### config.mk
export PLATFORM = sky130hd
export DESIGN_NAME = fp16_mul_arbiter_flat
export DESIGN_NICKNAME = d
export VERILOG_FILES = /design/src/rtl/fp16_mul_arbiter_pkg.sv /design/src/rtl/fp16_mul_arbiter_if.sv /design/src/rtl/fp16_mul_arbiter_mul.sv /design/src/rtl/fp16_mul_arbiter_rr.sv /design/src/rtl/fp16_mul_arbiter.sv /design/src/flat_wrapper.sv
export SDC_FILE = /design/constraint.sdc
export NUM_CORES = 1
export LEC_CHECK = 0
export BUFFER_PORTS_ARGS = -buffer_cell sky130_fd_sc_hd__buf_2
export CAP_MARGIN = 20
export CORE_MARGIN = 2
export CORE_UTILIZATION = 45
export CTS_CLUSTER_SIZE = 30
export DETAILED_ROUTE_END_ITERATION = 10
export PLACE_DENSITY = 0.75
export SYNTH_ARGS = -nofsm -noshare
export SYNTH_HDL_FRONTEND = slang
export SYNTH_SLANG_ARGS = --single-unit
### constraint.sdc
create_clock -name clk -period 7.9 [get_ports clk]
set_input_delay 1.58 -clock clk [delete_from_list [all_inputs] [get_ports clk]]
set_output_delay 1.58 -clock clk [all_outputs]
set_load 0.01 [all_outputs]
### src/rtl/fp16_mul_arbiter_pkg.sv
// rtl/fp16_mul_arbiter_pkg.sv - fp16 constants and the operand-beat type shared by the arbiter slice
package fp16_pkg;

  localparam int FP16_W     = 16;
  localparam int FP16_EXP_W = 5;
  localparam int FP16_MAN_W = 10;
  localparam int FP16_BIAS  = 15;

  localparam logic [FP16_W-1:0] FP16_ZERO  = 16'h0000;
  localparam logic [FP16_W-1:0] FP16_NZERO = 16'h8000;

  // Requester-ID field width carried in the operand beat; wide enough for any sensible NREQ
  localparam int OP_ID_W = 8;

  // One accepted operand pair plus the index of the requester that supplied it
  typedef struct packed {
    logic [FP16_W-1:0]  a;
    logic [FP16_W-1:0]  b;
    logic [OP_ID_W-1:0] id;
  } op_beat_t;

endpackage

### src/rtl/fp16_mul_arbiter_if.sv
// rtl/fp16_mul_arbiter_if.sv - requester and result channels between the spin-update engines and the arbiter
interface fp16_mul_arbiter_if
  import fp16_pkg::*;
#(
  parameter int NREQ = 4
);
  localparam int ID_W = $clog2(NREQ);

  logic [NREQ-1:0]        req_valid;
  logic [NREQ-1:0]        req_ready;
  logic [FP16_W*NREQ-1:0] req_a;
  logic [FP16_W*NREQ-1:0] req_b;

  logic                   res_valid;
  logic                   res_ready;
  logic [FP16_W-1:0]      res_data;
  logic [ID_W-1:0]        res_id;

  // Requesters and the result consumer
  modport master (
    output req_valid, req_a, req_b, res_ready,
    input  req_ready, res_valid, res_data, res_id
  );

  // The arbiter/pipeline
  modport slave (
    input  req_valid, req_a, req_b, res_ready,
    output req_ready, res_valid, res_data, res_id
  );

endinterface

### src/rtl/fp16_mul_arbiter_mul.sv
// rtl/fp16_mul_arbiter_mul.sv - shared combinational fp16 multiplier (truncating, flush-to-zero)
module fp16_mul
  import fp16_pkg::*;
(
  input  logic [FP16_W-1:0] i_a,
  input  logic [FP16_W-1:0] i_b,
  output logic [FP16_W-1:0] o_p
);

  logic                  w_sign;
  logic [FP16_EXP_W-1:0] w_ea;
  logic [FP16_EXP_W-1:0] w_eb;
  logic [FP16_MAN_W:0]   w_ma;
  logic [FP16_MAN_W:0]   w_mb;
  logic [21:0]           w_prod;
  logic [11:0]           w_prod_hi;
  logic [9:0]            w_unused_lo;
  logic signed [7:0]     w_exp;
  logic [FP16_MAN_W-1:0] w_man;

  // Multiply significands, normalise by at most one place, drop the low bits (no rounding)
  always_comb begin
    w_sign      = i_a[15] ^ i_b[15];
    w_ea        = i_a[14:10];
    w_eb        = i_b[14:10];
    w_ma        = {1'b1, i_a[9:0]};
    w_mb        = {1'b1, i_b[9:0]};
    w_prod      = {11'b0, w_ma} * {11'b0, w_mb};
    w_prod_hi   = w_prod[21:10];
    w_unused_lo = w_prod[9:0];
    w_exp       = {3'b000, w_ea} + {3'b000, w_eb} - 8'(FP16_BIAS) + {7'b0, w_prod_hi[11]};
    w_man       = w_prod_hi[11] ? w_prod_hi[10:1] : w_prod_hi[9:0];
    // Exponent field zero covers +/-0; subnormal inputs are treated the same way
    if (w_ea == '0 || w_eb == '0) begin
      o_p = FP16_ZERO;
    end else if (w_exp <= 8'sd0) begin
      o_p = FP16_ZERO;
    end else begin
      o_p = {w_sign, w_exp[4:0], w_man};
    end
  end

endmodule

### src/rtl/fp16_mul_arbiter_rr.sv
// rtl/fp16_mul_arbiter_rr.sv - round-robin grant: first request at or after the pointer, one-hot
module rr_arbiter #(
  parameter  int NREQ = 4,
  localparam int ID_W = $clog2(NREQ)
) (
  input  logic [NREQ-1:0] i_req,
  input  logic [ID_W-1:0] i_ptr,
  input  logic            i_en,
  output logic [NREQ-1:0] o_gnt
);

  logic            w_found;
  logic [ID_W-1:0] w_idx;

  // Scan requesters starting at the pointer, wrapping modulo NREQ, and grant the first one found
  always_comb begin
    o_gnt   = '0;
    w_found = 1'b0;
    w_idx   = '0;
    for (int k = 0; k < NREQ; k++) begin
      w_idx = ID_W'((int'(i_ptr) + k) % NREQ);
      if (i_en && !w_found && i_req[w_idx]) begin
        o_gnt[w_idx] = 1'b1;
        w_found      = 1'b1;
      end
    end
  end

endmodule

### src/rtl/fp16_mul_arbiter.sv
// rtl/fp16_mul_arbiter.sv - round-robin share of one fp16 multiplier, 2-stage pipe; FP16_ARB_PERF_EN adds perf counters
module fp16_mul_arbiter
  import fp16_pkg::*;
#(
  parameter  int NREQ = 4,
  localparam int ID_W = $clog2(NREQ)
) (
  input  logic                clk,
  input  logic                rst_n,
  input  logic                flush,
`ifdef FP16_ARB_PERF_EN
  output logic [31:0]         perf_acc_cnt,
  output logic [31:0]         perf_stall_cnt,
`endif
  fp16_mul_arbiter_if.slave   bus
);

  logic                 r_s0_v;
  op_beat_t             r_s0;
  logic                 r_s1_v;
  logic [FP16_W-1:0]    r_s1_data;
  logic [ID_W-1:0]      r_s1_id;
  logic [ID_W-1:0]      r_rr_ptr;

  logic                 w_s1_adv;
  logic                 w_s0_adv;
  logic                 w_arb_en;
  logic [NREQ-1:0]      w_gnt;
  logic                 w_acc;
  logic [ID_W-1:0]      w_acc_id;
  op_beat_t             w_acc_beat;
  logic [ID_W-1:0]      w_next_ptr;
  logic [FP16_W-1:0]    w_mul_p;
  logic [OP_ID_W-1:0]   w_unused_id;

  assign w_s1_adv    = !r_s1_v || bus.res_ready;
  assign w_s0_adv    = !r_s0_v || w_s1_adv;
  // No grant while in reset or flushing, so nothing is accepted in those cycles
  assign w_arb_en    = rst_n && !flush && w_s0_adv;
  assign w_acc       = |(bus.req_valid & w_gnt);
  assign w_next_ptr  = (w_acc_id == ID_W'(NREQ - 1)) ? '0 : w_acc_id + ID_W'(1);
  assign w_unused_id = r_s0.id;

  rr_arbiter #(
    .NREQ (NREQ)
  ) u_rr (
    .i_req (bus.req_valid),
    .i_ptr (r_rr_ptr),
    .i_en  (w_arb_en),
    .o_gnt (w_gnt)
  );

  // Pick the granted requester's operands and encode its index
  always_comb begin
    w_acc_id   = '0;
    w_acc_beat = '0;
    for (int i = 0; i < NREQ; i++) begin
      if (w_gnt[i]) begin
        w_acc_id     = ID_W'(i);
        w_acc_beat.a = bus.req_a[FP16_W*i +: FP16_W];
        w_acc_beat.b = bus.req_b[FP16_W*i +: FP16_W];
      end
    end
    w_acc_beat.id = OP_ID_W'(w_acc_id);
  end

  fp16_mul u_mul (
    .i_a (r_s0.a),
    .i_b (r_s0.b),
    .o_p (w_mul_p)
  );

  // Operand stage, result stage and round-robin pointer
  always_ff @(posedge clk) begin
    if (!rst_n) begin
      r_s0_v    <= 1'b0;
      r_s0      <= '0;
      r_s1_v    <= 1'b0;
      r_s1_data <= FP16_ZERO;
      r_s1_id   <= '0;
      r_rr_ptr  <= '0;
    end else if (flush) begin
      r_s0_v <= 1'b0;
      r_s1_v <= 1'b0;
    end else begin
      if (w_s1_adv) begin
        r_s1_v <= r_s0_v;
        if (r_s0_v) begin
          r_s1_data <= w_mul_p;
          r_s1_id   <= r_s0.id[ID_W-1:0];
        end
      end
      if (w_s0_adv) begin
        r_s0_v <= w_acc;
        if (w_acc) begin
          r_s0 <= w_acc_beat;
        end
      end
      if (w_acc) begin
        r_rr_ptr <= w_next_ptr;
      end
    end
  end

  assign bus.req_ready = w_gnt;
  assign bus.res_valid = r_s1_v;
  assign bus.res_data  = r_s1_data;
  assign bus.res_id    = r_s1_id;

`ifdef FP16_ARB_PERF_EN
  logic [31:0] r_perf_acc_cnt;
  logic [31:0] r_perf_stall_cnt;

  // Count accepts and backpressured result cycles; only reset clears them
  always_ff @(posedge clk) begin
    if (!rst_n) begin
      r_perf_acc_cnt   <= '0;
      r_perf_stall_cnt <= '0;
    end else begin
      if (w_acc) begin
        r_perf_acc_cnt <= r_perf_acc_cnt + 32'd1;
      end
      if (r_s1_v && !bus.res_ready) begin
        r_perf_stall_cnt <= r_perf_stall_cnt + 32'd1;
      end
    end
  end

  assign perf_acc_cnt   = r_perf_acc_cnt;
  assign perf_stall_cnt = r_perf_stall_cnt;
`endif

endmodule

### src/flat_wrapper.sv
// flat-port wrapper written by rule: the top's interface ports become plain ports
module fp16_mul_arbiter_flat import fp16_pkg::*;
#(
  parameter  int NREQ = 4,
  localparam int ID_W = $clog2(NREQ)
)
  (clk, rst_n, flush, bus_req_valid, bus_req_a, bus_req_b, bus_res_ready, bus_req_ready, bus_res_valid, bus_res_data, bus_res_id);
  fp16_mul_arbiter_if #(.NREQ(NREQ)) bus_i ();
  input  logic clk;
  input  logic rst_n;
  input  logic flush;
  input wire logic [$bits(bus_i.req_valid)-1:0] bus_req_valid;
  input wire logic [$bits(bus_i.req_a)-1:0] bus_req_a;
  input wire logic [$bits(bus_i.req_b)-1:0] bus_req_b;
  input wire logic [$bits(bus_i.res_ready)-1:0] bus_res_ready;
  output wire logic [$bits(bus_i.req_ready)-1:0] bus_req_ready;
  output wire logic [$bits(bus_i.res_valid)-1:0] bus_res_valid;
  output wire logic [$bits(bus_i.res_data)-1:0] bus_res_data;
  output wire logic [$bits(bus_i.res_id)-1:0] bus_res_id;
  assign bus_i.req_valid = bus_req_valid;
  assign bus_i.req_a = bus_req_a;
  assign bus_i.req_b = bus_req_b;
  assign bus_i.res_ready = bus_res_ready;
  assign bus_req_ready = bus_i.req_ready;
  assign bus_res_valid = bus_i.res_valid;
  assign bus_res_data = bus_i.res_data;
  assign bus_res_id = bus_i.res_id;
  fp16_mul_arbiter #(.NREQ(NREQ)) u_core (.clk(clk), .rst_n(rst_n), .flush(flush), .bus(bus_i));
endmodule
Word-level counts from Yosys, hierarchy flattened
Index checks and enable logic that the tools add are counted.
{ "word_totals": {"reg_bits": 56, "output_inout_bits": 23, "word_cells": 96} }
{ "op_classes": {"n_addsub": 7, "mul": 1, "magnitude_cmp": 9, "n_eq_ne": 1, "n_mux": 34, "bitwise": 7, "n_reduce_logical": 29} }
{ "op_table": {"columns": ["op", "n"], "rows": [
  ["$mux W32", 4],
  ["$mux W16", 2],
  ["$mul A11 B11 Y22", 1],
  ["$mux W4", 4],
  ["$logic_and A1 B1 Y1", 13],
  ["$lt A2 B3 Y1 const B", 4],
  ["$mux W1", 12],
  ["$or A4 B4 Y4", 3],
  ["$logic_not A5 Y1", 2],
  ["$mux W10", 1],
  ["$add A7 B2 Y8", 1],
  ["$bmux W1 S2", 4],
  ["$demux W1 S2", 4],
  ["$ge A2 B1 Y1 const B", 4],
  ["$le A8 B1 Y1 const B", 1],
  ["$sub A6 B4 Y7 const B", 1],
  ["$add A5 B5 Y6", 1],
  ["$logic_not A1 Y1", 6],
  ["$mux W2", 3],
  ["$reduce_and A3 Y1", 2],
  ["$add A2 B1 Y2 const B", 2],
  ["$add A2 B2 Y2 const B", 2],
  ["$and A4 B4 Y4", 1],
  ["$reduce_or A4 Y1", 1],
  ["6 further kinds", 9]
]} }

Depth between registers and ports, before layout
{ "logic_depth": {"ltp_word": 23, "depth_mapped": 30, "mapped_depth_nobuf": 28} }

Hierarchy
From an unflattened synthesis, not the netlist that was laid out.
{ "hier_totals": {"hier_cells": 973, "area_unflattened_um2": 8399.3} }
{ "modules_own_cells": {"columns": ["module", "instances", "cells_each", "area_per_inst_um2", "seq_area_each_um2"], "rows": [
  ["fp16_mul", 1, 556, 4621.9, 0.0],
  ["fp16_mul_arbiter", 1, 374, 3410.8, 1121.1],
  ["rr_arbiter", 1, 43, 366.6, 0.0]
]} }

Worst setup path after synthesis
No wires, ideal clock.
{ "synth_timing": {"kind": "reg2reg", "start": "reg u_core.r_s0[17] in the netlist's numbering", "end": "reg u_core.r_s1_data[1], in the netlist u_core.bus.res_data[1]", "setup_time_ps": 118, "arrival_ps": 6640, "setup_slack_ps": 1142, "path_stages_with_launch": 27, "path_buffers": 2, "synth_period_minus_slack_ps": 6758, "cell_sequence": "dfxtp_1 -> clkbuf_1 -> nand2_1 -> fa_1 -> inv_1 -> fa_1 -> fa_1 -> fa_1 -> inv_1 -> fa_1 -> inv_1 -> ha_1 -> and2_1 -> a311o_1 -> a211oi_1 -> nor4_1 -> o31ai_2 -> inv_2 -> ha_1 -> o21ai_0 -> nand2_1 -> a21oi_1 -> nand4b_1 -> mux2_1 -> o21ai_2 -> buf_4 -> o21ai_1"} }
{ "synth_between": {"elab_chain_len": 5, "elab_cells_between_ends": 6} }
{ "synth_lines": {"columns": ["item", "line_no", "rtl"], "rows": [
  ["start, declared", "fp16_mul_arbiter.sv:19", "op_beat_t r_s0;"],
  ["start signal, assigned", "fp16_mul_arbiter.sv:96", "r_s0 <= w_acc_beat;"],
  ["$mul A11 B11 Y22 (*)", "fp16_mul_arbiter_mul.sv:28", "w_prod = {11'b0, w_ma} * {11'b0, w_mb};"],
  ["$add A7 B2 Y8", "fp16_mul_arbiter_mul.sv:31", "w_exp = {3'b000, w_ea} + {3'b000, w_eb} - 8'(FP16_BIAS) + {7'b0, w_prod_hi[11]};"],
  ["$le A8 B1 Y1", "fp16_mul_arbiter_mul.sv:36", "end else if (w_exp <= 8'sd0) begin"],
  ["$mux W16 (*)", "fp16_mul_arbiter_mul.sv:36", null],
  ["$mux W16 (*)", "fp16_mul_arbiter_mul.sv:34", "if (w_ea == '0 || w_eb == '0) begin"],
  ["end signal, assigned", "fp16_mul_arbiter.sv:89", "r_s1_data <= w_mul_p;"],
  ["end, declared", "fp16_mul_arbiter.sv:21", "logic [FP16_W-1:0] r_s1_data;"]
]} }
Every way passes the cells marked *; elsewhere a longest branch is shown, timed or not.
A chain may end at the register's enable or synchronous reset.

Worst setup path after layout
{ "layout_timing": {"start": "reg u_core.r_s0[30] in the netlist's numbering", "end": "reg u_core.r_s1_data[0], in the netlist u_core.bus.res_data[0]"} }
Same word-level chain as after synthesis.

==> reports/metrics.yaml <==
status:
  status: "complete, no violations"
sta:
  worstMarginPinSlew_ns: 0.928
  tns_ns: 0
  fmax_mhz: 137
  holdWs_ns: 0.442
  worst_slack_ns: 0.595
  period_share_pct: 92.5
  setup_viol_count_final: 0
  slew_headroom_pct: 37.6
  fin_skew_ns: 0.00607
  slew_viol_final: 0
  finalHoldViolations: 0
  rsz0062_at_grt: "false"
  fin_crit_ns: 7.30
synth:
  synthesis.nets: 1188
  ys_ff_latch: 56
  yosysSeqAreaShare_pct: 15.2
  synth.area.mux_share_pct: 2.37
  ys.flop_type: "dfxtp_1"
  synth_compound_area_share_pct: 19.1
  synth-adder-area-share_pct: 34.3
  synth_area_um2: 7390
  synth.distinct_cells: 67
  yosys_warnings: 0
  synth_xor_area_share_pct: 2.25
  avgSynthCellArea_um2: 8.23
  async_reset_ff_share_pct: 0
  synth_cells: 898
  synth_top_family_by_area: "adder cells"
  synthSimpleGateAreaFrac_pct: 16.4
  synth-edff-count: 0
drt:
  avgViaCountPerCell: 5.38
  drtIter0Drc: 451
  final_antenna_net_count: 0
  first_pass_iters: 5
  wire_per_inst_um: 15.4
  routed_wl_um: 19100
  via_count: 6681
  routed.top_layer: "met4"
  wl_met1_um: 7820
  wl_met3_um: 1050
  wl_met2_um: 9870
  drcViolationCount: 0
floorplan:
  num_rows: 46
  start_util_pct: 46.4
  fp.dieH_um: 132
  die-area_um2: 17500
  core_um2: 15900
  ioPinCount: 159
  dieWidth_um: 132
cts:
  cts_sinks: 56
  clock_latency_ns: 0.30
  cts_setup_buffers: 0
  cts_buffers: 5
  cts_tree: "done"
  cts_resized: 0
  htree_levels: 2
  cts_hold_buf: 0
  clkTransAtPathRegs_ns: 0.07
  clockBufferDepth: 2
  cts_root_buf: "clkbuf_16"
setup_path:
  max_stage_delay_ns: 0.59
  r2r_cells: 27
  worstPathMaxFanout: 14
  critPathLaunchType: "register"
  cp-end-kind: "register"
  crit_top_cell: "fa_1"
  required_ns: 8.08
  crit_arrival_ns: 7.48
  critical_path_class: "reg -> reg"
  crit_slowest_cell: "dfxtp_1"
global_route:
  grt_max_degree: 50
  grt_use_total_pct: 21.7
  grt_pass1_wl_um: 31100
  grt_pass1_vias: 6453
  grt_overflow: 0
  antenna_found_initial: 0
power_and_ir_drop:
  powerDensity_nw_per_um2: 123
  vdd_ir_drop_max_uv: 88.4
  leakage_nw: 4.25
  p_total_w: 0.00104
final_layout:
  final_core_util_pct: 53.3
  diodes: 0
  areaGrowthSynthToFinish_pct: 15.0
  nets: 1314
  drive_above_1_share_pct: 20.2
place:
  place_ws_ns: 0.0761
  gp_congestion: 0.956
  dp_hpwl_um: 15600
  port_buffers: 158
hold_path:
  holdPathStages: 2
  hold_path.class: "reg -> reg"
job:
  max_cap_violations: 0
[Yosys cell counts, drive strengths merged (8+ instances only)]
cell | count | share of area, %
o21ai | 54 | 3.7
buf | 17 | 1.7
and2 | 42 | 3.6
fa | 80 | 22
nand2 | 80 | 4.1
a21oi | 81 | 6.0
a21o | 8 | 0.81
ha | 74 | 13
dfxtp | 56 | 15
a221oi | 33 | 4.1
nor3 | 37 | 2.5
nor2 | 63 | 3.2
clkbuf | 38 | 1.9
nor2b | 8 | 0.71
inv | 134 | 6.8
xnor2 | 13 | 1.5
[critical path: cells and delay by family (launching register included)]
family          cells  cell delay, ns
compound gates      9            1.99
fa+ha+maj           7            3.17
buf+inv             5            0.49
flops               1            0.59
mux                 1            0.35
simple gates        5            0.56
[layout by cell type, fill, tap and decap left out, types with 4 or more instances in the layout]
master	instances
mux2i_1	7
a21oi_1	71
xnor2_1	13
fa_1	80
and2_1	42
o21ai_0	7
a21o_1	8
a221o_1	4
clkbuf_16	5
o21ai_1	45
a22oi_1	4
nor2_1	63
nand2_1	80
dfxtp_1	56
xor2_1	6
inv_1	132
ha_1	74
buf_2	158
nor2b_1	7
nor3_1	37
a21oi_2	10
a221oi_1	32
buf_4	15
[registers in the layout, summed over array words and instances, names as in the netlist]
signal / flops
u_core.bus.res_id: 2
u_core.w_unused_id: 2
u_core.r_s0: 32
u_core.r_s0_v: 1
u_core.bus.res_valid: 1
u_core.r_rr_ptr: 2
u_core.bus.res_data: 16
[final cells by class]
cell class | instances | area, µm²
clock buffers | 5 | 125
clock inverters | 3 | 42.5
fillers | 1494 | 7440
inverters | 134 | 503
multi-input cells | 653 | 5520
flip-flops and latches | 56 | 1120
well taps | 216 | 270
repair buffers | 174 | 918
[final timing paths]
kind / from / end / slack, ns
hold / removal: u_core.bus.res_data[13]$_SDFFE_PN0P_ / u_core.bus.res_data[13]$_SDFFE_PN0P_ / 0.44
hold reg to reg: u_core.bus.res_data[13]$_SDFFE_PN0P_ / u_core.bus.res_data[13]$_SDFFE_PN0P_ / 0.44
setup / recovery: u_core.r_s0[30]$_SDFFE_PN0P_ / u_core.bus.res_data[0]$_SDFFE_PN0P_ / 0.60
setup reg to reg: u_core.r_s0[30]$_SDFFE_PN0P_ / u_core.bus.res_data[0]$_SDFFE_PN0P_ / 0.60
[routing by layer]
metal / vias to the layer above / global-route usage (%)
met5: - / 0
met4: 0 / 5.56
met3: 20 / 2.81
met2: 221 / 39.7
met1: 3184 / 27.0
li1: 3256 / -
[power by group]
group | switching, W | leakage (nW) | total (W) | internal (W)
Combinational | 0.000257 | 3.72 | 0.000446 | 0.000189
Clock | 0.000107 | 0.0798 | 0.000256 | 0.000149
Sequential | 0.0000384 | 0.455 | 0.000341 | 0.000303
Total | 0.000402 | 4.25 | 0.00104 | 0.000641
[logic make-up after synthesis]
kind of cell               count (synthesis)
and+or+nand+nor                          253
AOI/OAI and AO/OA                        214
buffers and inverters                    189
xor gates and xnor gates                  19
adders and majority gates                155
DFF                                       56
muxes                                     12
[metrics by stage]
step / area, µm² / std cells
final: 8500 / 1241
after global routing: 8500 / 1241
after CTS: 8480 / 1240
after detailed placement: 8320 / 1232
after global placement: 8300 / 1231
after floorplan: 7390 / 898
No activity file was read; power rests on OpenSTA's default activity.
